<file path="config.mk">
export PLATFORM = sky130hd
export DESIGN_NAME = axi_burst_reader_flat
export DESIGN_NICKNAME = d
export VERILOG_FILES = /design/src/rtl/axi_rb_pkg.sv /design/src/rtl/axi_burst_reader_if.sv /design/src/rtl/axi_rb_burst_calc.sv /design/src/rtl/axi_burst_reader.sv /design/src/flat_wrapper.sv
export SDC_FILE = /design/constraint.sdc
export NUM_CORES = 1
export LEC_CHECK = 0
export ABC_AREA = 1
export CAP_MARGIN = 10
export CORE_ASPECT_RATIO = 0.9
export CORE_UTILIZATION = 45
export CTS_BUF_LIST = sky130_fd_sc_hd__clkbuf_16
export CTS_CLUSTER_DIAMETER = 30
export DETAILED_ROUTE_END_ITERATION = 12
export PLACE_DENSITY = 0.8
export SLEW_MARGIN = 0
export SYNTH_ARGS = -nofsm -noshare
export SYNTH_HDL_FRONTEND = slang
export SYNTH_SLANG_ARGS = --single-unit
</file>
<file path="constraint.sdc">
create_clock -name clk -period 5 [get_ports clk]
set_input_delay 1 -clock clk [delete_from_list [all_inputs] [get_ports clk]]
set_output_delay 1 -clock clk [all_outputs]
set_load 0.02 [all_outputs]
</file>
<file path="src/rtl/axi_rb_pkg.sv">
// Shared types and helpers for the AXI burst reader: FSM state, INCR burst code,
// and the AxSIZE encoding derived from the data-bus width.
package axi_rb_pkg;

  typedef enum logic [1:0] {
    ST_IDLE = 2'd0,
    ST_ADDR = 2'd1,
    ST_DATA = 2'd2,
    ST_DONE = 2'd3
  } rb_state_e;

  localparam logic [1:0] AXI_BURST_INCR = 2'b01;

  function automatic logic [2:0] axi_size_from_width(input int data_w);
    return 3'($clog2(data_w / 8));
  endfunction

endpackage

</file>
<file path="src/rtl/axi_burst_reader_if.sv">
// Command, AXI read (AR/R), output stream and status signals of the burst reader.
// The reader uses the master modport; the environment uses the slave modport.
interface axi_burst_reader_if #(
  parameter int ADDR_W = 16,
  parameter int DATA_W = 32,
  parameter int CNT_W  = 16
) ();
  logic              cmd_valid;
  logic              cmd_ready;
  logic [ADDR_W-1:0] cmd_addr;
  logic [CNT_W-1:0]  cmd_beats;

  logic [ADDR_W-1:0] s_axi_araddr;
  logic [7:0]        s_axi_arlen;
  logic [2:0]        s_axi_arsize;
  logic [1:0]        s_axi_arburst;
  logic              s_axi_arvalid;
  logic              s_axi_arready;

  logic [DATA_W-1:0] s_axi_rdata;
  logic              s_axi_rlast;
  logic              s_axi_rvalid;
  logic              s_axi_rready;

  logic [DATA_W-1:0] out_data;
  logic              out_valid;
  logic              out_ready;

  logic              busy;
  logic              done;
  logic              err;

  modport master (
    input  cmd_valid, cmd_addr, cmd_beats,
    output cmd_ready,
    output s_axi_araddr, s_axi_arlen, s_axi_arsize, s_axi_arburst, s_axi_arvalid,
    input  s_axi_arready,
    input  s_axi_rdata, s_axi_rlast, s_axi_rvalid,
    output s_axi_rready,
    output out_data, out_valid,
    input  out_ready,
    output busy, done, err
  );

  modport slave (
    output cmd_valid, cmd_addr, cmd_beats,
    input  cmd_ready,
    input  s_axi_araddr, s_axi_arlen, s_axi_arsize, s_axi_arburst, s_axi_arvalid,
    output s_axi_arready,
    output s_axi_rdata, s_axi_rlast, s_axi_rvalid,
    input  s_axi_rready,
    input  out_data, out_valid,
    output out_ready,
    input  busy, done, err
  );
endinterface

</file>
<file path="src/rtl/axi_rb_burst_calc.sv">
// Combinational burst sizing: min(remaining, MAX_BURST), and with AXI_RB_4K_SPLIT_EN
// defined also capped at the beats left before the next 4 KiB boundary.
module axi_rb_burst_calc #(
  parameter int ADDR_W    = 16,
  parameter int DATA_W    = 32,
  parameter int MAX_BURST = 16,
  parameter int CNT_W     = 16
) (
  input  logic [ADDR_W-1:0] i_addr,
  input  logic [CNT_W-1:0]  i_rem,
  output logic [8:0]        o_size
);
  localparam int BSH = $clog2(DATA_W / 8);

  logic [8:0] w_cap;
  assign w_cap = (i_rem >= CNT_W'(MAX_BURST)) ? 9'(MAX_BURST) : 9'(i_rem);

`ifdef AXI_RB_4K_SPLIT_EN
  logic [12:0] w_room;
  logic [12:0] w_room_beats;
  logic        w_unused_hi;

  // Bytes up to the boundary; address is beat-aligned so the shift is exact.
  assign w_room       = 13'h1000 - {1'b0, i_addr[11:0]};
  assign w_room_beats = w_room >> BSH;
  assign o_size       = (w_room_beats < {4'd0, w_cap}) ? 9'(w_room_beats) : w_cap;
  assign w_unused_hi  = ^i_addr;
`else
  logic w_unused_addr;
  assign o_size        = w_cap;
  assign w_unused_addr = ^i_addr;
`endif

endmodule

</file>
<file path="src/rtl/axi_burst_reader.sv">
// AXI4 read burst engine: splits a command into INCR bursts (one outstanding) and
// streams R beats straight to the consumer. Optional macro: AXI_RB_4K_SPLIT_EN.
module axi_burst_reader
  import axi_rb_pkg::*;
#(
  parameter int ADDR_W    = 16,
  parameter int DATA_W    = 32,
  parameter int MAX_BURST = 16,
  parameter int CNT_W     = 16
) (
  input logic                clk,
  input logic                rst,
  axi_burst_reader_if.master bus
);
  localparam int BSH = $clog2(DATA_W / 8);

  rb_state_e         r_state, w_next;
  logic [ADDR_W-1:0] r_addr;
  logic [CNT_W-1:0]  r_rem;
  logic [8:0]        r_size;
  logic [8:0]        r_beat;
  logic              r_err;

  logic [8:0] w_size;
  logic       w_fire;
  logic       w_last_beat;
  logic       w_final;

  axi_rb_burst_calc #(
    .ADDR_W   (ADDR_W),
    .DATA_W   (DATA_W),
    .MAX_BURST(MAX_BURST),
    .CNT_W    (CNT_W)
  ) u_calc (
    .i_addr(r_addr),
    .i_rem (r_rem),
    .o_size(w_size)
  );

  assign w_fire      = (r_state == ST_DATA) && bus.s_axi_rvalid && bus.out_ready;
  assign w_last_beat = (r_beat == r_size - 9'd1);
  assign w_final     = (r_rem == CNT_W'(1));

  always_ff @(posedge clk) begin
    if (rst) r_state <= ST_IDLE;
    else     r_state <= w_next;
  end

  always_comb begin
    w_next = r_state;
    case (r_state)
      ST_IDLE: if (bus.cmd_valid) w_next = (bus.cmd_beats == '0) ? ST_DONE : ST_ADDR;
      ST_ADDR: if (bus.s_axi_arready) w_next = ST_DATA;
      ST_DATA: if (w_fire && w_last_beat) w_next = w_final ? ST_DONE : ST_ADDR;
      ST_DONE: w_next = ST_IDLE;
      default: w_next = ST_IDLE;
    endcase
  end

  always_comb begin
    bus.cmd_ready     = (r_state == ST_IDLE);
    bus.s_axi_arvalid = (r_state == ST_ADDR);
    bus.s_axi_araddr  = r_addr;
    bus.s_axi_arlen   = 8'(w_size - 9'd1);
    bus.s_axi_arsize  = axi_size_from_width(DATA_W);
    bus.s_axi_arburst = AXI_BURST_INCR;
    bus.s_axi_rready  = (r_state == ST_DATA) && bus.out_ready;
    bus.out_valid     = (r_state == ST_DATA) && bus.s_axi_rvalid;
    bus.out_data      = bus.s_axi_rdata;
    bus.busy          = (r_state != ST_IDLE);
    bus.done          = (r_state == ST_DONE);
    bus.err           = r_err;
  end

  // The engine trusts its own beat count; a misplaced rlast only flags err.
  always_ff @(posedge clk) begin
    if (rst) begin
      r_addr <= '0;
      r_rem  <= '0;
      r_size <= '0;
      r_beat <= '0;
      r_err  <= 1'b0;
    end else begin
      case (r_state)
        ST_IDLE: if (bus.cmd_valid) begin
          r_addr <= bus.cmd_addr;
          r_rem  <= bus.cmd_beats;
          r_err  <= 1'b0;
        end
        ST_ADDR: if (bus.s_axi_arready) begin
          r_size <= w_size;
          r_beat <= '0;
        end
        ST_DATA: if (w_fire) begin
          r_beat <= r_beat + 9'd1;
          r_rem  <= r_rem - CNT_W'(1);
          if (bus.s_axi_rlast != w_last_beat) r_err <= 1'b1;
          if (w_last_beat && !w_final) r_addr <= r_addr + (ADDR_W'(r_size) << BSH);
        end
        default: ;
      endcase
    end
  end

endmodule
</file>
<file path="src/flat_wrapper.sv">
// flat-port wrapper written by rule: the top's interface ports become plain ports
module axi_burst_reader_flat import axi_rb_pkg::*;
#(
  parameter int ADDR_W    = 16,
  parameter int DATA_W    = 32,
  parameter int MAX_BURST = 16,
  parameter int CNT_W     = 16
)
  (clk, rst, bus_cmd_valid, bus_cmd_addr, bus_cmd_beats, bus_cmd_ready, bus_s_axi_araddr, bus_s_axi_arlen, bus_s_axi_arsize, bus_s_axi_arburst, bus_s_axi_arvalid, bus_s_axi_arready, bus_s_axi_rdata, bus_s_axi_rlast, bus_s_axi_rvalid, bus_s_axi_rready, bus_out_data, bus_out_valid, bus_out_ready, bus_busy, bus_done, bus_err);
  axi_burst_reader_if #(.ADDR_W(ADDR_W), .DATA_W(DATA_W), .CNT_W(CNT_W)) bus_i ();
  input logic clk;
  input logic rst;
  input wire logic [$bits(bus_i.cmd_valid)-1:0] bus_cmd_valid;
  input wire logic [$bits(bus_i.cmd_addr)-1:0] bus_cmd_addr;
  input wire logic [$bits(bus_i.cmd_beats)-1:0] bus_cmd_beats;
  output wire logic [$bits(bus_i.cmd_ready)-1:0] bus_cmd_ready;
  output wire logic [$bits(bus_i.s_axi_araddr)-1:0] bus_s_axi_araddr;
  output wire logic [$bits(bus_i.s_axi_arlen)-1:0] bus_s_axi_arlen;
  output wire logic [$bits(bus_i.s_axi_arsize)-1:0] bus_s_axi_arsize;
  output wire logic [$bits(bus_i.s_axi_arburst)-1:0] bus_s_axi_arburst;
  output wire logic [$bits(bus_i.s_axi_arvalid)-1:0] bus_s_axi_arvalid;
  input wire logic [$bits(bus_i.s_axi_arready)-1:0] bus_s_axi_arready;
  input wire logic [$bits(bus_i.s_axi_rdata)-1:0] bus_s_axi_rdata;
  input wire logic [$bits(bus_i.s_axi_rlast)-1:0] bus_s_axi_rlast;
  input wire logic [$bits(bus_i.s_axi_rvalid)-1:0] bus_s_axi_rvalid;
  output wire logic [$bits(bus_i.s_axi_rready)-1:0] bus_s_axi_rready;
  output wire logic [$bits(bus_i.out_data)-1:0] bus_out_data;
  output wire logic [$bits(bus_i.out_valid)-1:0] bus_out_valid;
  input wire logic [$bits(bus_i.out_ready)-1:0] bus_out_ready;
  output wire logic [$bits(bus_i.busy)-1:0] bus_busy;
  output wire logic [$bits(bus_i.done)-1:0] bus_done;
  output wire logic [$bits(bus_i.err)-1:0] bus_err;
  assign bus_i.cmd_valid = bus_cmd_valid;
  assign bus_i.cmd_addr = bus_cmd_addr;
  assign bus_i.cmd_beats = bus_cmd_beats;
  assign bus_cmd_ready = bus_i.cmd_ready;
  assign bus_s_axi_araddr = bus_i.s_axi_araddr;
  assign bus_s_axi_arlen = bus_i.s_axi_arlen;
  assign bus_s_axi_arsize = bus_i.s_axi_arsize;
  assign bus_s_axi_arburst = bus_i.s_axi_arburst;
  assign bus_s_axi_arvalid = bus_i.s_axi_arvalid;
  assign bus_i.s_axi_arready = bus_s_axi_arready;
  assign bus_i.s_axi_rdata = bus_s_axi_rdata;
  assign bus_i.s_axi_rlast = bus_s_axi_rlast;
  assign bus_i.s_axi_rvalid = bus_s_axi_rvalid;
  assign bus_s_axi_rready = bus_i.s_axi_rready;
  assign bus_out_data = bus_i.out_data;
  assign bus_out_valid = bus_i.out_valid;
  assign bus_i.out_ready = bus_out_ready;
  assign bus_busy = bus_i.busy;
  assign bus_done = bus_i.done;
  assign bus_err = bus_i.err;
  axi_burst_reader #(.ADDR_W(ADDR_W), .DATA_W(DATA_W), .MAX_BURST(MAX_BURST), .CNT_W(CNT_W)) u_core (.clk(clk), .rst(rst), .bus(bus_i));
endmodule
</file>
==> impl_results.md <==
* Hold WC Path Type: register to register
* Clock transition at the registers of the reported paths at 0.07 ns
* Clock Skews at 0.00567 ns
* Leakage at 2.11 nW
* Final Hold Vio Count at 0
* Design area at 4700 sq um
* Routed WL at 10,100 microns
* Multi-input combinational cell area at 2330 sq um
* Final period util at 0.706
* First-pass DRT Iterations at 5
* # placed instances at 780
* Worst EP arrival at 2.53 ns
* Max Slew Vio Count at 0
* Setup CP Type: register to output pin
* Setup-failing EPs final at 0
* Final hold slack at 0.450 ns
* Residual DRC count at 0
* Highest-count cells in the layout ignoring fill and taps: nand2_1, inv_1, clkdlybuf4s50_1
* Worst Slack Setup Final at 1.47 ns
* CP Capture Type: output pin
* Maximum root-to-sink buffer count at 2
* # clock sinks at 53
* # IOs at 139
* Overflow after GRT at 0
* Cell Area, Synth at 4030 sq um
* Status: finished clean
* Die Ht at 91.8 microns
* R2R Path End: u_core.bus.s_axi_araddr[6]
* Vias in the first global route at 3,856
* RSZ-0062 raised after global routing: no
* Least-Margin Pin Slew at 0.945 ns
* R2r setup slk at 2.30 ns
* Critical R2R Launch: u_core.r_state[1]
* Slowest-stage cell, CP: clkdlybuf4s50_1
* Pwr dens at 517 nW/um^2
* Startpoint Class: register
* Flip-flop and latch area at 1060 sq um
* Final cell count without fillers at 788
* Hold-fix buffers at CTS at 0
* Worst EP required at 4.00 ns
* Post-CTS resize count at 0
* Sequential-to-total area share from yosys stat at 0.263
* PortBufs at 69
* Pre-CTS WS at 1.51 ns
* Synth Register Bits at 53
* Core ar. at 8650 sq um
* Rel. slew slack at 0.368
* Worst path max stage delay at 0.60 ns
* CP Launch Point: u_core.r_rem[10]
* Worst-path fanout max at 10
* Number of cell rows at 32
* N_diodes at 0
* Setup Fix Bufs, Post-CTS at 0
* Placer congestion estimate at 0.877
* Die Span X at 102 microns
* Vias per cell at 5.20
* H-tree depth at 2
* Setup TNS at 0 ns
* Final core occ at 0.544
* Worst skew pair latency at 0.29 ns
* # nets final at 755
* Most frequent CP cell: nand2_1
* VDD IR-drop max at 0.320 mV
* Worst Reg-to-Reg Cells at 14
* Antenna violations before repair at 0
* WL/cell at 12.8 microns
* Clock root cell: clkbuf_16
* Fill count at 833
* Period minus WS final at 3.53 ns
* Count of cell types in the netlist at 45
* Peak Freq at 0.283 GHz
* First-pass GRT wire length at 16,700 microns
* Starting DRT DRC Count at 218
* Initial Util at 0.466
* Die area at 9340 sq um
* Inserted Clock Buffers at 5
* Share of layout cells above drive strength 1 at 0.0598
* CTS tree: done
* Detailed-route via count at 4,096
* Cells after Synth at 641
* Detail Route Antenna Nets at 0
* CP Cell Sequence: inv_1, nand2_1, nor2_1, nand3_1, nor2_4, nand2_1, ha_1, a31o_2, nand2_1, clkdlybuf4s50_1
* Tot Pwr at 2.43 mW
* Syn_area_per_cell at 6.29 sq um
* Largest net degree at the start of global routing at 42
* Area after DPL at 4530 sq um
* Syn. warnings at 0
* Tot GR Track Use at 0.220
* Dpl hpwl at 7730 microns
* Syn-to-layout area delta at 16.7%
* Most common library cell in the layout ignoring fill and taps: nand2_1
* Setup crit end: bus_s_axi_arlen[4]
* Max-cap violations at 0
-- critical path: cells and delay by family (launching register included) --
kind                       cells  cell delay, ns
buffers and inverters          2            0.71
AOI/OAI and AO/OA              1            0.26
and+or+nand+nor                6            0.68
DFF                            1            0.33
adders and majority gates      1            0.26
-- Yosys cell counts, drive strengths merged --
cell type  instances  area share
a211oi             3      0.0056
a21o               1      0.0019
a21oi             46       0.059
a221oi             1      0.0022
a31o               1      0.0022
a31oi              2      0.0031
and2               1      0.0016
and3               1      0.0016
buf               45       0.082
clkbuf             8      0.0074
conb               2      0.0019
dfxtp             53        0.26
fa                 1      0.0050
ha                15       0.047
inv               77       0.072
mux2i              2      0.0050
nand2            178        0.17
nand3             48       0.060
nand3b             2      0.0037
nand4              8       0.012
nor2              73       0.079
nor3               9       0.012
nor3b              2      0.0037
nor4               4      0.0062
o211ai             2      0.0037
o21ai             31       0.038
o21bai             2      0.0037
o221ai             1      0.0022
o22ai              6      0.0093
o31ai              2      0.0037
or2                3      0.0047
xnor2              3      0.0065
xor2               8       0.017
-- where the power goes --
group | switching [mW] | internal [mW] | total [mW]
combinational | 0.842 | 0.528 | 1.37
sequential | 0.118 | 0.536 | 0.654
clock | 0.168 | 0.240 | 0.408
total | 1.13 | 1.30 | 2.43
-- per-layer routing --
layer,GRT usage,share of wire
met5,0,0
met4,0.0604,0.010
met3,0.0335,0.058
met2,0.396,0.50
met1,0.268,0.43
-- how the worst min path moves through the flow --
stage,cells past startpoint,start,endpoint
after floorplan,2,u_core.r_size[8],u_core.r_size[8]
after global placement,2,u_core.bus.err,u_core.bus.err
after detailed placement,2,u_core.bus.err,u_core.bus.err
after CTS,2,u_core.bus.err,u_core.bus.err
after global routing,2,u_core.bus.err,u_core.bus.err
final,2,u_core.bus.err,u_core.bus.err
-- flip-flops by register name (all words and copies together) (netlist names) --
register                 count
u_core.r_rem                16
u_core.bus.err               1
u_core.r_beat                9
u_core.r_state               2
u_core.r_size                9
u_core.bus.s_axi_araddr     16
-- logic make-up after synthesis --
group,count (synthesis),synth area share
AND/OR/NAND/NOR,329,0.358
buffers and inverters,130,0.161
AO/OA/AOI/OAI,98,0.135
flip-flops,53,0.263
adder cells (fa/ha/maj),16,0.0515
XOR/XNOR,11,0.0239
other,2,0.00186
multiplexers,2,0.00497
-- area by class of cell --
| type | count | share of cell area |
|---|---|---|
| clock buffer | 5 | 0.0266 |
| clock inverter | 3 | 0.0101 |
| inverter | 77 | 0.0620 |
| multi-input combinational | 461 | 0.496 |
| sequential | 53 | 0.226 |
| tap | 119 | 0.0317 |
| timing repair buffer | 70 | 0.148 |
No activity file was read; power rests on OpenSTA's default activity.
